--- config.mk ---
export PLATFORM = sky130hd
export DESIGN_NAME = array_ctrl_flat
export DESIGN_NICKNAME = d
export VERILOG_FILES = /design/src/rtl/array_ctrl_if.sv /design/src/rtl/array_ctrl.sv /design/src/flat_wrapper.sv
export SDC_FILE = /design/constraint.sdc
export NUM_CORES = 1
export LEC_CHECK = 0
export BUFFER_PORTS_ARGS = -buffer_cell sky130_fd_sc_hd__buf_4
export CORE_UTILIZATION = 50
export DETAILED_ROUTE_END_ITERATION = 10
export HOLD_SLACK_MARGIN = 0.1
export MAX_ROUTING_LAYER = met4
export PLACE_DENSITY = 0.78
export SETUP_SLACK_MARGIN = 0.15
export SLEW_MARGIN = 20
export SYNTH_ARGS = -nofsm -noshare
export SYNTH_HDL_FRONTEND = slang
export SYNTH_SLANG_ARGS = --single-unit
--- constraint.sdc ---
create_clock -name clk -period 6.7 [get_ports clk]
set_input_delay 1.005 -clock clk [delete_from_list [all_inputs] [get_ports clk]]
set_output_delay 1.005 -clock clk [all_outputs]
set_load 0.02 [all_outputs]
--- src/rtl/array_ctrl_if.sv ---
// Host/feeder side of the systolic array sequencer: tile request, status and
// feeder read handshake.
interface array_ctrl_if #(
   parameter int KW = 11
);
   logic          start;
   logic [KW-1:0] cfg_k;
   logic          src_valid;
   logic          rd_en;
   logic [KW-1:0] rd_idx;
   logic          busy;
   logic          done;

   modport master (
      output start, cfg_k, src_valid,
      input  rd_en, rd_idx, busy, done
   );

   modport slave (
      input  start, cfg_k, src_valid,
      output rd_en, rd_idx, busy, done
   );
endinterface

--- src/rtl/array_ctrl.sv ---
// Tile sequencer for a HEIGHT x WIDTH systolic array: clear, accumulate over k,
// drain, read-out. Edge controls are diagonally skewed by internal shift registers.
module array_ctrl #(
   parameter int HEIGHT = 12,
   parameter int WIDTH  = 14,
   parameter int KMAX   = 1024,
   parameter int KW     = $clog2(KMAX + 1)
) (
   input  logic              clk,
   input  logic              rst_n,
   array_ctrl_if.slave       bus,
   output logic [HEIGHT-1:0] en_i,
   output logic [HEIGHT-1:0] clr_i,
   output logic [WIDTH-1:0]  en_w,
   output logic [WIDTH-1:0]  clr_w,
   output logic [WIDTH-1:0]  en_o,
   output logic [WIDTH-1:0]  clr_o
);
   localparam int DMAX = (HEIGHT > WIDTH) ? HEIGHT : WIDTH;
   localparam int CW   = $clog2(HEIGHT + WIDTH + 1);

   localparam logic [KW-1:0] KMAX_V     = KW'(KMAX);
   localparam logic [CW-1:0] DRAIN_LAST = CW'(HEIGHT + WIDTH - 3);
   localparam logic [CW-1:0] OUT_LAST   = CW'(HEIGHT - 1);
   localparam logic [CW-1:0] FLUSH_LAST = CW'(WIDTH - 1);

   localparam logic [2:0] S_IDLE    = 3'd0;
   localparam logic [2:0] S_CLEAR   = 3'd1;
   localparam logic [2:0] S_COMPUTE = 3'd2;
   localparam logic [2:0] S_DRAIN   = 3'd3;
   localparam logic [2:0] S_OUT     = 3'd4;
   localparam logic [2:0] S_FLUSH   = 3'd5;
   localparam logic [2:0] S_DONE    = 3'd6;

   logic [2:0]      state_q, state_d;
   logic [KW-1:0]   k_q, k_d;
   logic [KW-1:0]   kcnt_q, kcnt_d;
   logic [CW-1:0]   cnt_q, cnt_d;
   logic [DMAX-1:0] en_sr_q, en_sr_d;
   logic [DMAX-1:0] clr_sr_q, clr_sr_d;
   logic [WIDTH-1:0] eno_sr_q, eno_sr_d;
   logic            rd_en;

   always_comb begin
      state_d = state_q;
      k_d     = k_q;
      kcnt_d  = kcnt_q;
      cnt_d   = cnt_q;
      rd_en   = (state_q == S_COMPUTE) && bus.src_valid;

      case (state_q)
         S_IDLE: begin
            if (bus.start) begin
               state_d = S_CLEAR;
               k_d     = (bus.cfg_k > KMAX_V) ? KMAX_V : bus.cfg_k;
               kcnt_d  = '0;
            end
         end
         S_CLEAR: begin
            cnt_d   = '0;
            state_d = (k_q == '0) ? S_DRAIN : S_COMPUTE;
         end
         S_COMPUTE: begin
            // k_cnt stops at k-1 so rd_idx keeps showing the last index read.
            if (rd_en) begin
               if (kcnt_q == k_q - 1'b1) state_d = S_DRAIN;
               else                      kcnt_d  = kcnt_q + 1'b1;
            end
         end
         S_DRAIN: begin
            if (cnt_q == DRAIN_LAST) begin
               state_d = S_OUT;
               cnt_d   = '0;
            end else begin
               cnt_d = cnt_q + 1'b1;
            end
         end
         S_OUT: begin
            if (cnt_q == OUT_LAST) begin
               state_d = S_FLUSH;
               cnt_d   = '0;
            end else begin
               cnt_d = cnt_q + 1'b1;
            end
         end
         S_FLUSH: begin
            if (cnt_q == FLUSH_LAST) state_d = S_DONE;
            else                     cnt_d   = cnt_q + 1'b1;
         end
         S_DONE:  state_d = S_IDLE;
         default: state_d = S_IDLE;
      endcase

      // Bit 0 of each shift register is the registered master itself.
      en_sr_d  = {en_sr_q[DMAX-2:0], rd_en};
      clr_sr_d = {clr_sr_q[DMAX-2:0], state_q == S_CLEAR};
      eno_sr_d = {eno_sr_q[WIDTH-2:0], state_q == S_OUT};
   end

   always_ff @(posedge clk or negedge rst_n) begin
      if (!rst_n) begin
         state_q  <= S_IDLE;
         k_q      <= '0;
         kcnt_q   <= '0;
         cnt_q    <= '0;
         en_sr_q  <= '0;
         clr_sr_q <= '0;
         eno_sr_q <= '0;
      end else begin
         state_q  <= state_d;
         k_q      <= k_d;
         kcnt_q   <= kcnt_d;
         cnt_q    <= cnt_d;
         en_sr_q  <= en_sr_d;
         clr_sr_q <= clr_sr_d;
         eno_sr_q <= eno_sr_d;
      end
   end

   assign bus.rd_en  = rd_en;
   assign bus.rd_idx = kcnt_q;
   assign bus.busy   = (state_q != S_IDLE);
   assign bus.done   = (state_q == S_DONE);

   assign en_i  = en_sr_q[HEIGHT-1:0];
   assign clr_i = clr_sr_q[HEIGHT-1:0];
   assign en_w  = en_sr_q[WIDTH-1:0];
   assign clr_w = clr_sr_q[WIDTH-1:0];
   assign en_o  = eno_sr_q;
   assign clr_o = clr_sr_q[WIDTH-1:0];
endmodule
--- src/flat_wrapper.sv ---
// flat-port wrapper written by rule: the top's interface ports become plain ports
module array_ctrl_flat 
#(
   parameter int HEIGHT = 12,
   parameter int WIDTH  = 14,
   parameter int KMAX   = 1024,
   parameter int KW     = $clog2(KMAX + 1)
)
  (clk, rst_n, en_i, clr_i, en_w, clr_w, en_o, clr_o, bus_start, bus_cfg_k, bus_src_valid, bus_rd_en, bus_rd_idx, bus_busy, bus_done);
  array_ctrl_if #(.KW(KW)) bus_i ();
  input  logic clk;
  input  logic rst_n;
  output logic [HEIGHT-1:0] en_i;
  output logic [HEIGHT-1:0] clr_i;
  output logic [WIDTH-1:0] en_w;
  output logic [WIDTH-1:0] clr_w;
  output logic [WIDTH-1:0] en_o;
  output logic [WIDTH-1:0] clr_o;
  input wire logic [$bits(bus_i.start)-1:0] bus_start;
  input wire logic [$bits(bus_i.cfg_k)-1:0] bus_cfg_k;
  input wire logic [$bits(bus_i.src_valid)-1:0] bus_src_valid;
  output wire logic [$bits(bus_i.rd_en)-1:0] bus_rd_en;
  output wire logic [$bits(bus_i.rd_idx)-1:0] bus_rd_idx;
  output wire logic [$bits(bus_i.busy)-1:0] bus_busy;
  output wire logic [$bits(bus_i.done)-1:0] bus_done;
  assign bus_i.start = bus_start;
  assign bus_i.cfg_k = bus_cfg_k;
  assign bus_i.src_valid = bus_src_valid;
  assign bus_rd_en = bus_i.rd_en;
  assign bus_rd_idx = bus_i.rd_idx;
  assign bus_busy = bus_i.busy;
  assign bus_done = bus_i.done;
  array_ctrl #(.HEIGHT(HEIGHT), .WIDTH(WIDTH), .KMAX(KMAX), .KW(KW)) u_core (.clk(clk), .rst_n(rst_n), .bus(bus_i), .en_i(en_i), .clr_i(clr_i), .en_w(en_w), .clr_w(clr_w), .en_o(en_o), .clr_o(clr_o));
endmodule
======== Yosys cells after proc, flatten, opt, wreduce, memory -nomap -nowiden ========
Cells that the tools add are included.
operators by class
  order comparisons ....................... 1
  reductions and logical operators ........ 10
  mux-type cells .......................... 17
  eq/ne operators ......................... 18
  divide/modulo/power cells ............... 0
  multipliers ............................. 0
  bitwise operators ....................... 0
  shift-type cells ........................ 0
  $add $sub $neg .......................... 3
operator list
  cell                                                    count
  2-to-1 mux 11 bit                                       4
  case mux 11 bit (2 select lines)                        1
  case mux 5 bit (4 select lines)                         1
  2-to-1 mux 3 bit                                        6
  case mux 3 bit (6 select lines)                         1
  2-to-1 mux 5 bit                                        3
  != test 2 bit (second input constant)                   6
  adder 11 x 1 -> 11 bit (second input constant)          1
  == test 11 bit                                          1
  greater-than comparator 11 bit (second input constant)  1
  logical NOT 11 bit                                      1
  subtractor 11 x 1 -> 11 bit (second input constant)     1
  == test 5 x 4 -> 1 bit (second input constant)          2
  == test 3 bit (second input constant)                   3
  == test 3 x 2 -> 1 bit (second input constant)          2
  AND reduction 6 bit                                     1
  adder 5 x 1 -> 5 bit (second input constant)            1
  == test 5 bit (second input constant)                   1
  != test 2 x 1 -> 1 bit (second input constant)          2
  AND reduction 2 bit                                     2
  AND reduction 4 bit                                     1
  nonzero test 4 bit                                      1
  == test 3 x 1 -> 1 bit (second input constant)          1
  logical NOT 3 bit                                       1
  other kinds (4)                                         4
word-level totals
  bits in registers ....................... 72
  input port bits ......................... 15
  bits in latches ......................... 0
  memory bits (writable) .................. 0
  logic and storage cells ................. 56
  output and inout bits ................... 94
  ROM bits ................................ 0
  memories kept ........................... 0

======== Depth between registers and ports, before layout ========
  word-level depth ........................ 5
  gate-level depth with buffers ........... 11
  depth with buffers taken out ............ 9

======== Least setup slack after synthesis ========
Ideal clock, no wire load.
  path kind ............................... register -> register
  from .................................... register u_core.k_q[0]
  to ...................................... register u_core.kcnt_q[7], in the netlist u_core.bus.rd_idx[7]
  arrival ................................. 2.538 ns
  path slack .............................. 4.084 ns
  cell stages (with the launch flop) ...... 11
  required time ........................... 6.622 ns
  path buffers ............................ 1
  clock period less this slack ............ 2.616 ns
  setup time .............................. 0.078 ns
  cell sequence ........................... dfrtp_1 -> inv_1 -> ha_1 -> or3b_1 -> clkbuf_1 -> xnor2_1 -> a32o_1 -> nor3_2 -> nor4_4 -> or4_1 -> a21oi_1
between the ends
  word-level cells in the longest chain between the ends .. 4
ends and longest elaborated chain
  item                                  line               text
  from (decl)                           array_ctrl.sv:36   logic [KW-1:0] k_q, k_d;
  from (signal assigned)                array_ctrl.sv:111  k_q <= k_d;
  subtractor 11 x 1 -> 11 bit           array_ctrl.sv:66   if (kcnt_q == k_q - 1'b1) state_d = S_DRAIN;
  == test 11 bit                        array_ctrl.sv:66
  != test 2 bit (no source line)        -
  AND reduction 4 bit (no source line)  -
  to (signal assigned)                  array_ctrl.sv:112  kcnt_q <= kcnt_d;
  to (decl)                             array_ctrl.sv:37   logic [KW-1:0] kcnt_q, kcnt_d;
No other way between the ends.
A chain may end at the register's enable or synchronous reset.

======== Worst setup path in the final report ========
  from .................................... register u_core.k_q[0]
  to ...................................... register u_core.kcnt_q[8], in the netlist u_core.bus.rd_idx[8]
The elaborated chain is that of the path after synthesis.

==> results.cfg <==
[status]
status = complete, no violations

[sta]
slew_headroom_pct = 40.98
slew_viol_final = 0
fin_skew_ns = 0.007061
period_minus_slack_ns = 3.012
setup_viol = 0
grt_setup_unrepaired = no
hold_viol_final = 0
fin_tns_setup_ns = 0
period_share_pct = 44.96
fmaxAchievable_mhz = 332.0
worst_pin_slew_ns = 0.8853

[critical_path]
cp_cell_sequence = inv_1 -> ha_1 -> or3b_1 -> nor3_1 -> xnor2_1 -> nand2_1 -> nor4_4 -> nor4_1 -> mux2i_1
path_class = flip-flop to flip-flop
slowest_delay_ns = 0.79
crit_path_end = u_core.bus.rd_idx[8]
start_kind = flip-flop
crit_path_top_delay_cell = nor4_4
worstRegToRegCells = 9
path_max_fanout = 19
worstSetupStartpoint = u_core.k_q[0]
endpoint_kind = flip-flop
reg2reg_from = u_core.k_q[0]
rr_endpoint = u_core.bus.rd_idx[8]
arrival_ns = 3.23
r2r_slack_ns = 3.69
worstPathRequired_ns = 6.91

[power]
power.share.combinational_pct = 47.8
p_leak_nw = 2.051
total_power_w = 0.002017
p_per_area_nw_per_um2 = 488.3
p_int_w = 0.001159
clockPowerShare_pct = 16.7
p_sw_w = 0.0008575
p_seq_share_pct = 35.5
peakVddDrop_v = 0.0001998
netSwitchingFraction_pct = 42.52

[logic_synthesis]
synth_seq_cells = 72
synth_nets = 359
ys_seq_area_share_pct = 50.90
synthTopCellsByArea = dfrtp_1 51%, buf_4 14%, nand2_1 3.0%
synth_area_leader_cell = dfrtp_1
avgSynthCellArea_um2 = 10.44
syn_inst = 339
ys.warnings.count = 0
postSynth.asyncResetShare_pct = 100.0
synth.top_cell.area_share_pct = 50.90
synth-edff-count = 0
synth_area_um2 = 3540
synthFlopType = dfrtp_1
ys_types = 43

[floorplanning]
core_area_um2 = 6832
num_rows = 30
die_y_um = 86.14
ioPinCount = 109
initial_core_util_pct = 51.81
dieArea_um2 = 7420
die_width_um = 86.14

[clock_tree]
post_cts_resized = 0
cts_tree = done
postCtsHoldBufs = 0
path_clk_slew_ns = 0.08
clk_latency_ns = 0.34
h-tree-depth = 3
cts.path.max_buffers = 2
post_cts_buffers = 0
cts_sinks = 72
cts-buffers-inserted = 9
clock_tree.root_cell = clkbuf_8

[global_route]
antenna_found_initial = 0
grt_pass1_vias = 2191
overflow = 0
grt_use_total_pct = 18.35
grt_start_max_net_pins = 73
grt_pass1_wl_um = 10290

[finish]
antenna_cells = 0
nNetsFinal = 403
final_cell_mix = 108 x buf_4, 72 x dfrtp_1, 28 x nand2_1
final_common_cell = buf_4
area_delta_synth_final_pct = 16.68
final_layout_size_suffix_gt1_share_pct = 33.25

[detailed_routing]
viasPerCell = 5.072
wl_per_cell_um = 13.36
wl_um = 6464
ant_nets = 0
route.vias.total = 2455
initialDrtViolationCount = 62
drt-pass1-iter-count = 4
drcViolationCount = 0

[placement]
place_hpwl_um = 4604
gp_congestion = 0.9051
portBuffers = 108

[job]
max-cap-violations = 0

[hold_path]
hp-class = flip-flop to flip-flop
-- synthesized netlist by cell type (2+ instances only) --
cell type,count
xor2_1,7
a21oi_1,11
o21ai_1,3
buf_6,2
or3_1,3
and2_1,2
dfrtp_1,72
or4_1,6
mux2i_1,3
a22o_1,4
nand2_1,28
o21ai_0,17
buf_4,64
o211ai_1,4
o31ai_1,8
nor2b_1,5
nor3_1,7
nor4_1,5
a31oi_1,2
nand3b_1,3
clkbuf_1,8
ha_1,5
inv_1,6
xnor2_1,11
and3_1,2
nor3b_1,2
nor2_1,14
nand2b_1,9
nor3_2,2
nand3_1,7
nand4_1,5
-- cells by family after synthesis --
logic type | share of synthesized area, %
AO/OA/AOI/OAI | 9.438
buffers and inverters | 15.84
adder cells (fa/ha/maj) | 1.767
flip-flops | 50.90
AND/OR/NAND/NOR | 16.75
XOR/XNOR | 4.454
multiplexers | 0.8484
-- power groups by stage --
stage	Combinational [W]	Clock, W	Sequential [W]
after floorplan	0.000809	0	0.000707
after global routing	0.00104	0.000367	0.000742
final	0.000964	0.000338	0.000716
after CTS	0.000969	0.000348	0.000719
after detailed placement	0.000965	0	0.000727
after global placement	0.000949	0	0.000721
-- critical path: cells and delay by family, from the launching register on --
family,cells,cell delay (ns)
xor gates and xnor gates,1,0.19
adders and majority gates,1,0.25
buffers and inverters,1,0.12
DFF,1,0.43
muxes,1,0.15
and+or+nand+nor,5,1.75
-- state kept, by name, indices dropped and copies added, names as in the netlist --
name	count
u_core.state_q	3
u_core.clr_o	14
u_core.bus.rd_idx	11
u_core.en_w	14
u_core.cnt_q	5
u_core.en_o	14
u_core.k_q	11
-- how the worst min path moves through the flow --
stage / start / endpoint / slack, ns / depth (start not counted)
after floorplan: u_core.en_o[9] / u_core.en_o[10] / 0.35 / 0
after global placement: u_core.en_o[1] / u_core.en_o[2] / 0.36 / 0
after detailed placement: u_core.en_o[1] / u_core.en_o[2] / 0.36 / 0
after CTS: u_core.en_o[1] / u_core.en_o[2] / 0.38 / 0
after global routing: u_core.en_o[4] / u_core.en_o[5] / 0.40 / 0
final: u_core.en_o[2] / u_core.en_o[3] / 0.37 / 0
-- per-stage QoR --
| step | hold slack (ns) | instance area [um2] | cells | util, % | worst slack (ns) |
|---|---|---|---|---|---|
| 3_3_place_gp | 0.3590 | 3933 | 468 | 57.56 | 3.832 |
| 3_5_place_dp | 0.3610 | 3933 | 468 | 57.56 | 3.719 |
| 4_1_cts | 0.3789 | 4130 | 484 | 60.46 | 3.710 |
| 5_1_grt | 0.3969 | 4130 | 484 | 60.46 | 3.471 |
| 6_report | 0.3749 | 4130 | 484 | 60.46 | 3.688 |
| 2_1_floorplan | 0.3548 | 3540 | 339 | - | 4.084 |
-- metal layers --
metal	vias up	routed length [um]	track usage (%)
li1	1199	-	-
met1	1151	2958	23.26
met2	100	3029	28.72
met3	5	430	5.294
met4	0	44	5.303
met5	-	0	-
-- area by class of cell --
cell class                 count  area, um2
timing repair buffer         108      810.8
clock buffer                  11      141.4
multi-input combinational    186       1177
inverter                       6      22.52
tap                           96      120.1
fill                         577       2701
sequential                    72       1802
clock inverter                 5      56.30
No activity file was read; power rests on OpenSTA's default activity.
